### src/rtl/nibble_rx_pkg.sv
// Shared types and constants for the nibble link receiver.
// Included by nibble_rx and available to the other lane-group receivers.
package nibble_rx_pkg;

   localparam int NIB_W  = 4;
   localparam int BYTE_W = 8;

   typedef enum logic [1:0] {
      IDLE = 2'd0,
      RECV = 2'd1,
      DONE = 2'd2
   } state_t;

endpackage

### src/rtl/nibble_rx_fifo.sv
// Registered first-word-fall-through sync FIFO.
// The head entry is visible whenever valid is high. A pushed byte becomes
// visible one cycle after the push, even if the FIFO was empty.
// A push while full is accepted only if a pop happens in the same cycle.
module nibble_rx_fifo #(
   parameter int DEPTH = 16,
   parameter int WIDTH = 8
) (
   input  logic             clk,
   input  logic             rst,
   input  logic             push,
   input  logic [WIDTH-1:0] din,
   output logic             full,
   input  logic             pop,
   output logic             valid,
   output logic [WIDTH-1:0] dout
);

   localparam int AW    = $clog2(DEPTH);
   localparam int CNT_W = AW + 1;

   logic [WIDTH-1:0] mem [DEPTH];
   logic [AW-1:0]    wr_ptr;
   logic [AW-1:0]    rd_ptr;
   logic [CNT_W-1:0] count;
   logic             wr_en;
   logic             rd_en;

   assign full  = (count == CNT_W'(DEPTH));
   assign valid = (count != '0);
   assign rd_en = pop & valid;
   assign wr_en = push & (~full | rd_en);
   assign dout  = valid ? mem[rd_ptr] : '0;

   // Pointer and occupancy update; pointers wrap naturally at DEPTH.
   always_ff @(posedge clk) begin
      if (rst) begin
         wr_ptr <= '0;
         rd_ptr <= '0;
         count  <= '0;
      end else begin
         if (wr_en) wr_ptr <= wr_ptr + 1'b1;
         if (rd_en) rd_ptr <= rd_ptr + 1'b1;
         case ({wr_en, rd_en})
            2'b10:   count <= count + 1'b1;
            2'b01:   count <= count - 1'b1;
            default: count <= count;
         endcase
      end
   end

   // Storage array; contents are don't-care while the entry is unoccupied.
   always_ff @(posedge clk) begin
      if (wr_en) mem[wr_ptr] <= din;
   end

endmodule

### src/rtl/nibble_rx.sv
// Receive end of the 4-lane nibble link: input registers, frame FSM,
// nibble-to-byte packer (low nibble first), frame status and byte FIFO.
// Optional build macro PATTERN_CHECK_EN adds a checker for the generator's
// free-running 4-bit counter pattern; without it pattern_err is tied low.
//
// state | meaning
// IDLE  | waiting for a rising edge of the frame flag with enable high
// RECV  | consuming one nibble per cycle while the frame flag is high
// DONE  | one-cycle end of frame: publish length/odd status, clear packer
module nibble_rx
   import nibble_rx_pkg::*;
#(
   parameter int DEPTH = 16,
   parameter int LEN_W = 16
) (
   input  logic              clk,
   input  logic              rst,
   input  logic              enable,
   input  logic [NIB_W-1:0]  rxd_i,
   input  logic              rxf_i,
   output logic [BYTE_W-1:0] dout,
   output logic              dout_valid,
   input  logic              dout_ready,
   output logic              frame_done,
   output logic [LEN_W-1:0]  frame_len,
   output logic              err_odd,
   output logic              overflow,
   output logic              pattern_err
);

   logic [NIB_W-1:0]  rxd_q;
   logic              rxf_q;
   logic              rxf_qq;
   logic              start;
   state_t            state;
   state_t            state_nxt;
   logic              consume;
   logic              phase;
   logic [NIB_W-1:0]  low_nib;
   logic [LEN_W-1:0]  byte_cnt;
   logic              push;
   logic              pop;
   logic              full;
   logic [BYTE_W-1:0] byte_in;

   // Pin registers. The flag history resets high so a frame that is already
   // running when reset releases never looks like a rising edge.
   always_ff @(posedge clk) begin
      if (rst) begin
         rxd_q  <= '0;
         rxf_q  <= 1'b1;
         rxf_qq <= 1'b1;
      end else begin
         rxd_q  <= rxd_i;
         rxf_q  <= rxf_i;
         rxf_qq <= rxf_q;
      end
   end

   assign start = rxf_q & ~rxf_qq;

   // FSM state register.
   always_ff @(posedge clk) begin
      if (rst) state <= IDLE;
      else     state <= state_nxt;
   end

   // Next state and per-cycle controls; the start cycle already carries nibble 0.
   always_comb begin
      state_nxt  = state;
      consume    = 1'b0;
      frame_done = 1'b0;
      case (state)
         IDLE: begin
            if (start & enable) begin
               state_nxt = RECV;
               consume   = 1'b1;
            end
         end
         RECV: begin
            if (rxf_q) consume   = 1'b1;
            else       state_nxt = DONE;
         end
         DONE: begin
            frame_done = 1'b1;
            state_nxt  = IDLE;
         end
         default: state_nxt = IDLE;
      endcase
   end

   assign push    = consume & phase;
   assign byte_in = {rxd_q, low_nib};
   assign pop     = dout_valid & dout_ready;

   // Packer, saturating byte counter, frame status and sticky overflow.
   always_ff @(posedge clk) begin
      if (rst) begin
         phase     <= 1'b0;
         low_nib   <= '0;
         byte_cnt  <= '0;
         frame_len <= '0;
         err_odd   <= 1'b0;
         overflow  <= 1'b0;
      end else begin
         if (frame_done) begin
            frame_len <= byte_cnt;
            err_odd   <= phase;
            phase     <= 1'b0;
            byte_cnt  <= '0;
         end else if (consume) begin
            phase <= ~phase;
            if (!phase)
               low_nib <= rxd_q;
            else if (byte_cnt != '1)
               byte_cnt <= byte_cnt + 1'b1;
         end
         if (push & full & ~pop) overflow <= 1'b1;
      end
   end

   nibble_rx_fifo #(
      .DEPTH (DEPTH),
      .WIDTH (BYTE_W)
   ) u_fifo (
      .clk   (clk),
      .rst   (rst),
      .push  (push),
      .din   (byte_in),
      .full  (full),
      .pop   (pop),
      .valid (dout_valid),
      .dout  (dout)
   );

`ifdef PATTERN_CHECK_EN
   logic [NIB_W-1:0] exp_nib;

   // Counter-pattern checker. The next expected value is always the received
   // nibble plus one: on a match that equals exp+1, on a mismatch it re-seeds.
   // Nibble 0 is the only one consumed from IDLE and is never compared.
   always_ff @(posedge clk) begin
      if (rst) begin
         exp_nib     <= '0;
         pattern_err <= 1'b0;
      end else if (consume) begin
         exp_nib <= rxd_q + 4'd1;
         if ((state != IDLE) && (rxd_q != exp_nib)) pattern_err <= 1'b1;
      end
   end
`else
   assign pattern_err = 1'b0;
`endif

endmodule

### config.mk
export PLATFORM = sky130hd
export DESIGN_NAME = nibble_rx
export DESIGN_NICKNAME = d
export VERILOG_FILES = /design/src/rtl/nibble_rx_pkg.sv /design/src/rtl/nibble_rx_fifo.sv /design/src/rtl/nibble_rx.sv
export SDC_FILE = /design/constraint.sdc
export NUM_CORES = 1
export LEC_CHECK = 0
export CAP_MARGIN = 20
export CORE_MARGIN = 4
export CORE_UTILIZATION = 32
export CTS_CLUSTER_DIAMETER = 60
export DETAILED_ROUTE_END_ITERATION = 8
export PLACE_DENSITY = 0.46
export SYNTH_ARGS = -nofsm -noshare
export SYNTH_HDL_FRONTEND = slang
export SYNTH_HIERARCHICAL = 1
export SYNTH_SLANG_ARGS = --single-unit
### constraint.sdc
create_clock -name clk -period 3.3 [get_ports clk]
set_input_delay 0.66 -clock clk [delete_from_list [all_inputs] [get_ports clk]]
set_output_delay 0.66 -clock clk [all_outputs]
set_load 0.01 [all_outputs]
# Word-level counts from Yosys, hierarchy flattened
# Memory sizes are Yosys's and may differ from the RTL's. A register that Yosys moved wholly into a read port is not among the register bits.
# Index checks and enable logic that the tools add are counted.
# W data, S select, Z words.
[totals]
mem_count = 1
out_inout_bits = 29
mem_bits_rw = 128
ff_bits = 60
[memory_table]
columns = ["name", "words", "width", "read_ports", "rd_clocked_by_memory_dff", "write_ports", "line", "rtl"]
rows = [
  ["u_fifo.mem", 16, 8, 1, 1, 1, "nibble_rx_fifo.sv:22", "logic [WIDTH-1:0] mem [DEPTH];"],
]
[classes]
addsub = 5
n_reduce_logical = 7
n_eq_ne = 8
n_bitwise = 14
mux = 13
[ops]
columns = ["op", "n"]
rows = [
  ["$add A16 B1 Y16 const B", 1],
  ["$ne A16 B16 Y1 const B", 1],
  ["$pmux W5 S2", 1],
  ["$add A4 B1 Y4 const B", 2],
  ["$and A1 B1 Y1", 8],
  ["$mux W4", 2],
  ["$mux W8", 1],
  ["$reduce_and A3 Y1", 2],
  ["$add A5 B1 Y5 const B", 1],
  ["$eq A5 B5 Y1 const B", 1],
  ["$mux W1", 5],
  ["$not A1 Y1", 5],
  ["$reduce_bool A5 Y1", 1],
  ["$sub A5 B1 Y5 const B", 1],
  ["$eq A2 B1 Y1 const B", 2],
  ["$eq A2 B2 Y1 const B", 2],
  ["$mux W2", 2],
  ["$ne A2 B2 Y1 const B", 2],
  ["$pmux W2 S2", 1],
  ["$logic_not A2 Y1", 1],
  ["$pmux W1 S2", 1],
  ["$reduce_and A2 Y1", 1],
  ["$reduce_bool A2 Y1", 1],
  ["$reduce_or A2 Y1", 1],
  ["$or A1 B1 Y1", 1],
]

# Longest topological paths before layout
[logic_depth]
ltp_word = 9
depth_mapped = 14
mapped_depth_nobuf = 13

# Modules after synthesis
# Netlist, hierarchy kept.
[by_module_without_submodules]
columns = ["module", "cells_each", "area_each_um2", "seq_area_each_um2", "instances"]
rows = [
  ["nibble_rx_fifo", 328, 5930.7, 4184.0, 1],
  ["nibble_rx", 227, 1944.4, 940.9, 1],
]

# Worst setup path before layout
# Ideal clock, no wire load.
[synth_timing]
path_type = "register -> register"
startpoint = "register u_fifo.count[0]"
endpoint = "register u_fifo.count[4]"
stages_incl_launch_ff = 15
path_buffers = 1
path_slack_ps = 206
arrival_ps = 3020
path_cell_list = "dfxtp_1 > or4_1 > buf_6 > nor2_2 > inv_1 > nand2_1 > inv_1 > nor2b_1 > o21ai_4 > inv_2 > ha_1 > a21oi_1 > a21oi_1 > a311o_1 > a31oi_1"
[synth_between]
elab_chain_len = 7
elab_cells_between_ends = 13
classes_between = "add/sub (2); eq/ne (3); mux (1); bitwise (5); reduce/logical (2)"
[synth_lines]
columns = ["item", "line", "rtl"]
rows = [
  ["start, declared", "nibble_rx_fifo.sv:25", "logic [CNT_W-1:0] count;"],
  ["start signal, assigned", "nibble_rx_fifo.sv:45", "2'b10: count <= count + 1'b1;"],
  ["start signal, assigned", "nibble_rx_fifo.sv:46", "2'b01: count <= count - 1'b1;"],
  ["start signal, assigned", "nibble_rx_fifo.sv:47", "default: count <= count;"],
  ["$reduce_bool A5 Y1 (*)", "nibble_rx_fifo.sv:30", "assign valid = (count != '0);"],
  ["via dout_valid", "nibble_rx.sv:22", "output logic dout_valid,"],
  ["$and A1 B1 Y1 (*)", "nibble_rx.sv:94", "assign pop = dout_valid & dout_ready;"],
  ["via pop", "nibble_rx.sv:42", "logic pop;"],
  ["$and A1 B1 Y1 (*)", "nibble_rx_fifo.sv:31", "assign rd_en = pop & valid;"],
  ["$or A1 B1 Y1", "nibble_rx_fifo.sv:32", "assign wr_en = push & (~full | rd_en);"],
  ["$and A1 B1 Y1", "nibble_rx_fifo.sv:32", ""],
  ["$eq A2 B1 Y1 or $eq A2 B2 Y1 (tied branches)", "nibble_rx_fifo.sv:44", "case ({wr_en, rd_en})"],
  ["$pmux W5 S2 or $reduce_bool A2 Y1 (tied branches)", "n/a", ""],
]
# The timed path passes the listed nets; every way through them passes the cells marked *.
# A chain may end at the register's enable or synchronous reset.

==> flow_metrics.tcl <==
set metrics [dict create \
    yosys_warnings 6 \
    slowest_stage "mux4_2" \
    globalplace.congestion 0.754 \
    root_buffer "clkbuf_16" \
    crit_chain "buf_12, mux4_2, nor2b_1, a211oi_2, a211oi_1, clkdlybuf4s50_1" \
    cap_violations 0 \
    drtIter0Drc 238 \
    final_layout_size_suffix_gt1_frac 0.195 \
    p_sw_mw 1.03 \
    rows 57 \
    p_seq_frac 0.540 \
    critical_path_class "reg -> out" \
    core_area_sq_mm 0.0242 \
    finalCritPeriodShare 0.969 \
    worst_slew_pin_slew_ns 0.802 \
    via_per_inst 4.92 \
    avgSynthCellArea_sq_um 14.2 \
    place_area_sq_mm 0.00876 \
    fin_skew_ns 0.0126 \
    async_flop_share 0 \
    power.internal_mw 3.74 \
    syn_to_final_growth_pct 20.1 \
    fin_cells 954 \
    path_clk_slew_ns 0.08 \
    power_frac_comb 0.010 \
    wl_per_cell_um 18.3 \
    fin_area_sq_mm 0.00946 \
    period_needed_ns 3.20 \
    critPathMaxStageDelay_ns 0.53 \
    clock_path_buffers 2 \
    initial_core_util 0.325 \
    met1_usage 0.184 \
    clock-sinks 192 \
    nets 636 \
    cts_buffers 17 \
    gr-total-overflow 0 \
    powerDensity_mw_per_mm2 504 \
    syn_nets 574 \
    p_clk_frac 0.449 \
    fp.dieW_um 165 \
    drt-total-wl_mm 17.5 \
    cts_tree "built" \
    dr.pass1.iters 4 \
    synth_area_sq_mm 0.00788 \
    pre_cts_ws_ns 0.137 \
    fillers 2312 \
    synth_top_flop_cell "edfxtp_1" \
    ys_seq_area_frac 0.651 \
    end_kind "output pin" \
    crit_family "buffers and inverters" \
    postRouteAntennaNets 0 \
    max_freq_mhz 313 \
    peakVddDrop_uv 319 \
    grt_pass1_wl_mm 28.0 \
    die_height_um 165 \
    switching_share 0.217 \
    cp.arrival_ns 2.54 \
    netlist-cell-type-count 63 \
    startpoint_type "flip-flop" \
    outcome "finished clean" \
    place.port_buffers 36 \
    clock_latency_ns 0.44 \
    ctsHoldBuffers 0 \
    ys_seq_elements 192 \
    critPathBufInv 2 \
    post-route-drc-count 0 \
    min-delay-path-class "reg -> reg" \
    grt_pass1_vias 4938 \
    setup_viol 0 \
    synth_edf_count 128 \
    p_total_mw 4.77 \
    grt_use_met2 0.221 \
    crit_fanout 6 \
    grt_start_max_net_pins 28 \
    p_leak_nw 3.25 \
    grt-busiest-layer "met2" \
    num_io_pins 38 \
    synth_cells 555 \
    layout_setup_ws_ns 0.101 \
    n_antenna_cell 0 \
    antenna_found_initial 0 \
    die-area_sq_mm 0.0272 \
    grt_use_total 0.136 \
    htree_levels 4 \
    dp_hpwl_mm 11.8 \
    worst_ep_required_time_ns 2.64 \
    drv_slew 0 \
    place_inst 920 \
    setup_tns_ns 0 \
    grt_use_met3 0.0312 \
    hold_violations 0 \
    routed-via-count 4689 \
    slew_headroom 0.463 \
]
[final cells by class]
| cell class | count | area (sq um) | share of cell area |
|---|---|---|---|
| Tap cell | 324 | 405 | 0.0428 |
| Inverter | 13 | 48.8 | 0.00516 |
| Clock buffer | 17 | 425 | 0.0450 |
| Sequential cell | 192 | 5130 | 0.542 |
| Timing Repair Buffer | 72 | 659 | 0.0697 |
| Clock inverter | 15 | 198 | 0.0209 |
| Multi-Input combinational cell | 321 | 2590 | 0.274 |
[kinds of logic after synthesis]
kind of cell,count (synthesis),synth area share
flip-flops,192,0.651
AND/OR/NAND/NOR,158,0.102
AO/OA/AOI/OAI,93,0.0817
multiplexers,51,0.116
buffers and inverters,42,0.0235
adder cells (fa/ha/maj),10,0.0168
XOR/XNOR,8,0.00890
other,1,0.000476
[layout by cell type (no fill, tap or decap), types with 5 or more instances in the layout]
cell type	count
a21oi_1	33
a211oi_2	6
inv_1	12
nand2b_1	6
mux4_2	32
clkbuf_16	17
xor2_1	6
or3_1	5
buf_4	33
nand3_1	9
o21ai_0	8
clkdlybuf4s50_1	31
mux2i_1	18
nor2b_1	17
nor2_1	29
ha_1	9
edfxtp_1	128
a211oi_1	16
nor3_1	13
nand2_1	56
dfxtp_1	62
[power by group through the flow]
stage | logic, mW | clock network, mW | registers [mW]
6_report | 0.0500 | 2.14 | 2.58
5_1_grt | 0.0557 | 2.31 | 2.58
4_1_cts | 0.0509 | 2.21 | 2.58
3_5_place_dp | 0.0507 | 0 | 2.63
3_3_place_gp | 0.0492 | 0 | 2.63
2_1_floorplan | 0.0309 | 0 | 2.62
[final timing paths]
path	from	end	slack, ns	cells past startpoint
worst max-delay path	flip-flop	dout[3]	0.10	6
worst min-delay path	frame_len[8]	frame_len[8]	0.46	2
worst max register to register	u_fifo/count[0]	u_fifo/count[4]	0.33	14
worst min register to register	frame_len[8]	frame_len[8]	0.46	2
[state kept, by name, indices dropped and copies added (netlist names), named ones only]
signal         count
u_fifo/count       5
frame_len         16
phase              1
rxf_q              1
u_fifo/mem       128
rxd_q              4
u_fifo/wr_ptr      4
byte_cnt          16
err_odd            1
overflow           1
rxf_qq             1
u_fifo/rd_ptr      4
state              2
low_nib            4
[metal layers]
metal	wire, um	part of all wire	vias up
li1	-	-	2242
met3	487	0.028	14
met4	213	0.012	0
met1	8200	0.47	2382
met5	0	0	-
met2	8600	0.49	51
[synthesized netlist by cell type, types with 3 or more instances]
cell,number,area [sq um]
ha_1,9,113
xor2_1,6,52.6
mux4_2,32,721
o21ai_0,8,40.0
o31ai_1,3,22.5
nor2b_1,17,106
buf_1,4,15.0
o21a_1,3,22.5
buf_2,9,45.0
inv_1,12,45.0
nand2b_1,6,37.5
a21oi_1,33,165
clkbuf_1,12,45.0
nor3_1,13,65.1
edfxtp_1,128,3840
and3_1,3,18.8
nand2_1,56,210
nand3_1,9,45.0
or3_1,5,31.3
or4_1,4,30.0
dfxtp_1,64,1280
o211ai_1,4,30.0
a211oi_1,22,165
nor2_1,29,109
mux2i_1,18,180
[worst register-to-register path: cells and delay by family, from the launching register on]
kind | cells | cell delay, ns
adders and majority gates | 1 | 0.40
buffers and inverters | 4 | 0.36
and+or+nand+nor | 5 | 1.14
DFF | 1 | 0.39
AOI/OAI and AO/OA | 4 | 0.63
[metrics by stage]
stage | hold slack (ns) | util
floorplan | 0.454 | -
global placement | 0.450 | 0.361
detailed placement | 0.449 | 0.361
CTS | 0.461 | 0.388
global route | 0.481 | 0.390
finish | 0.459 | 0.390
[repair_timing]
item | 4_1_cts | 5_1_grt
resized for setup | 10 | 6
buffers inserted | 0 | 2
endpoints found under the setup margin | 8 | 6
Power figures use the tool's default switching activity.
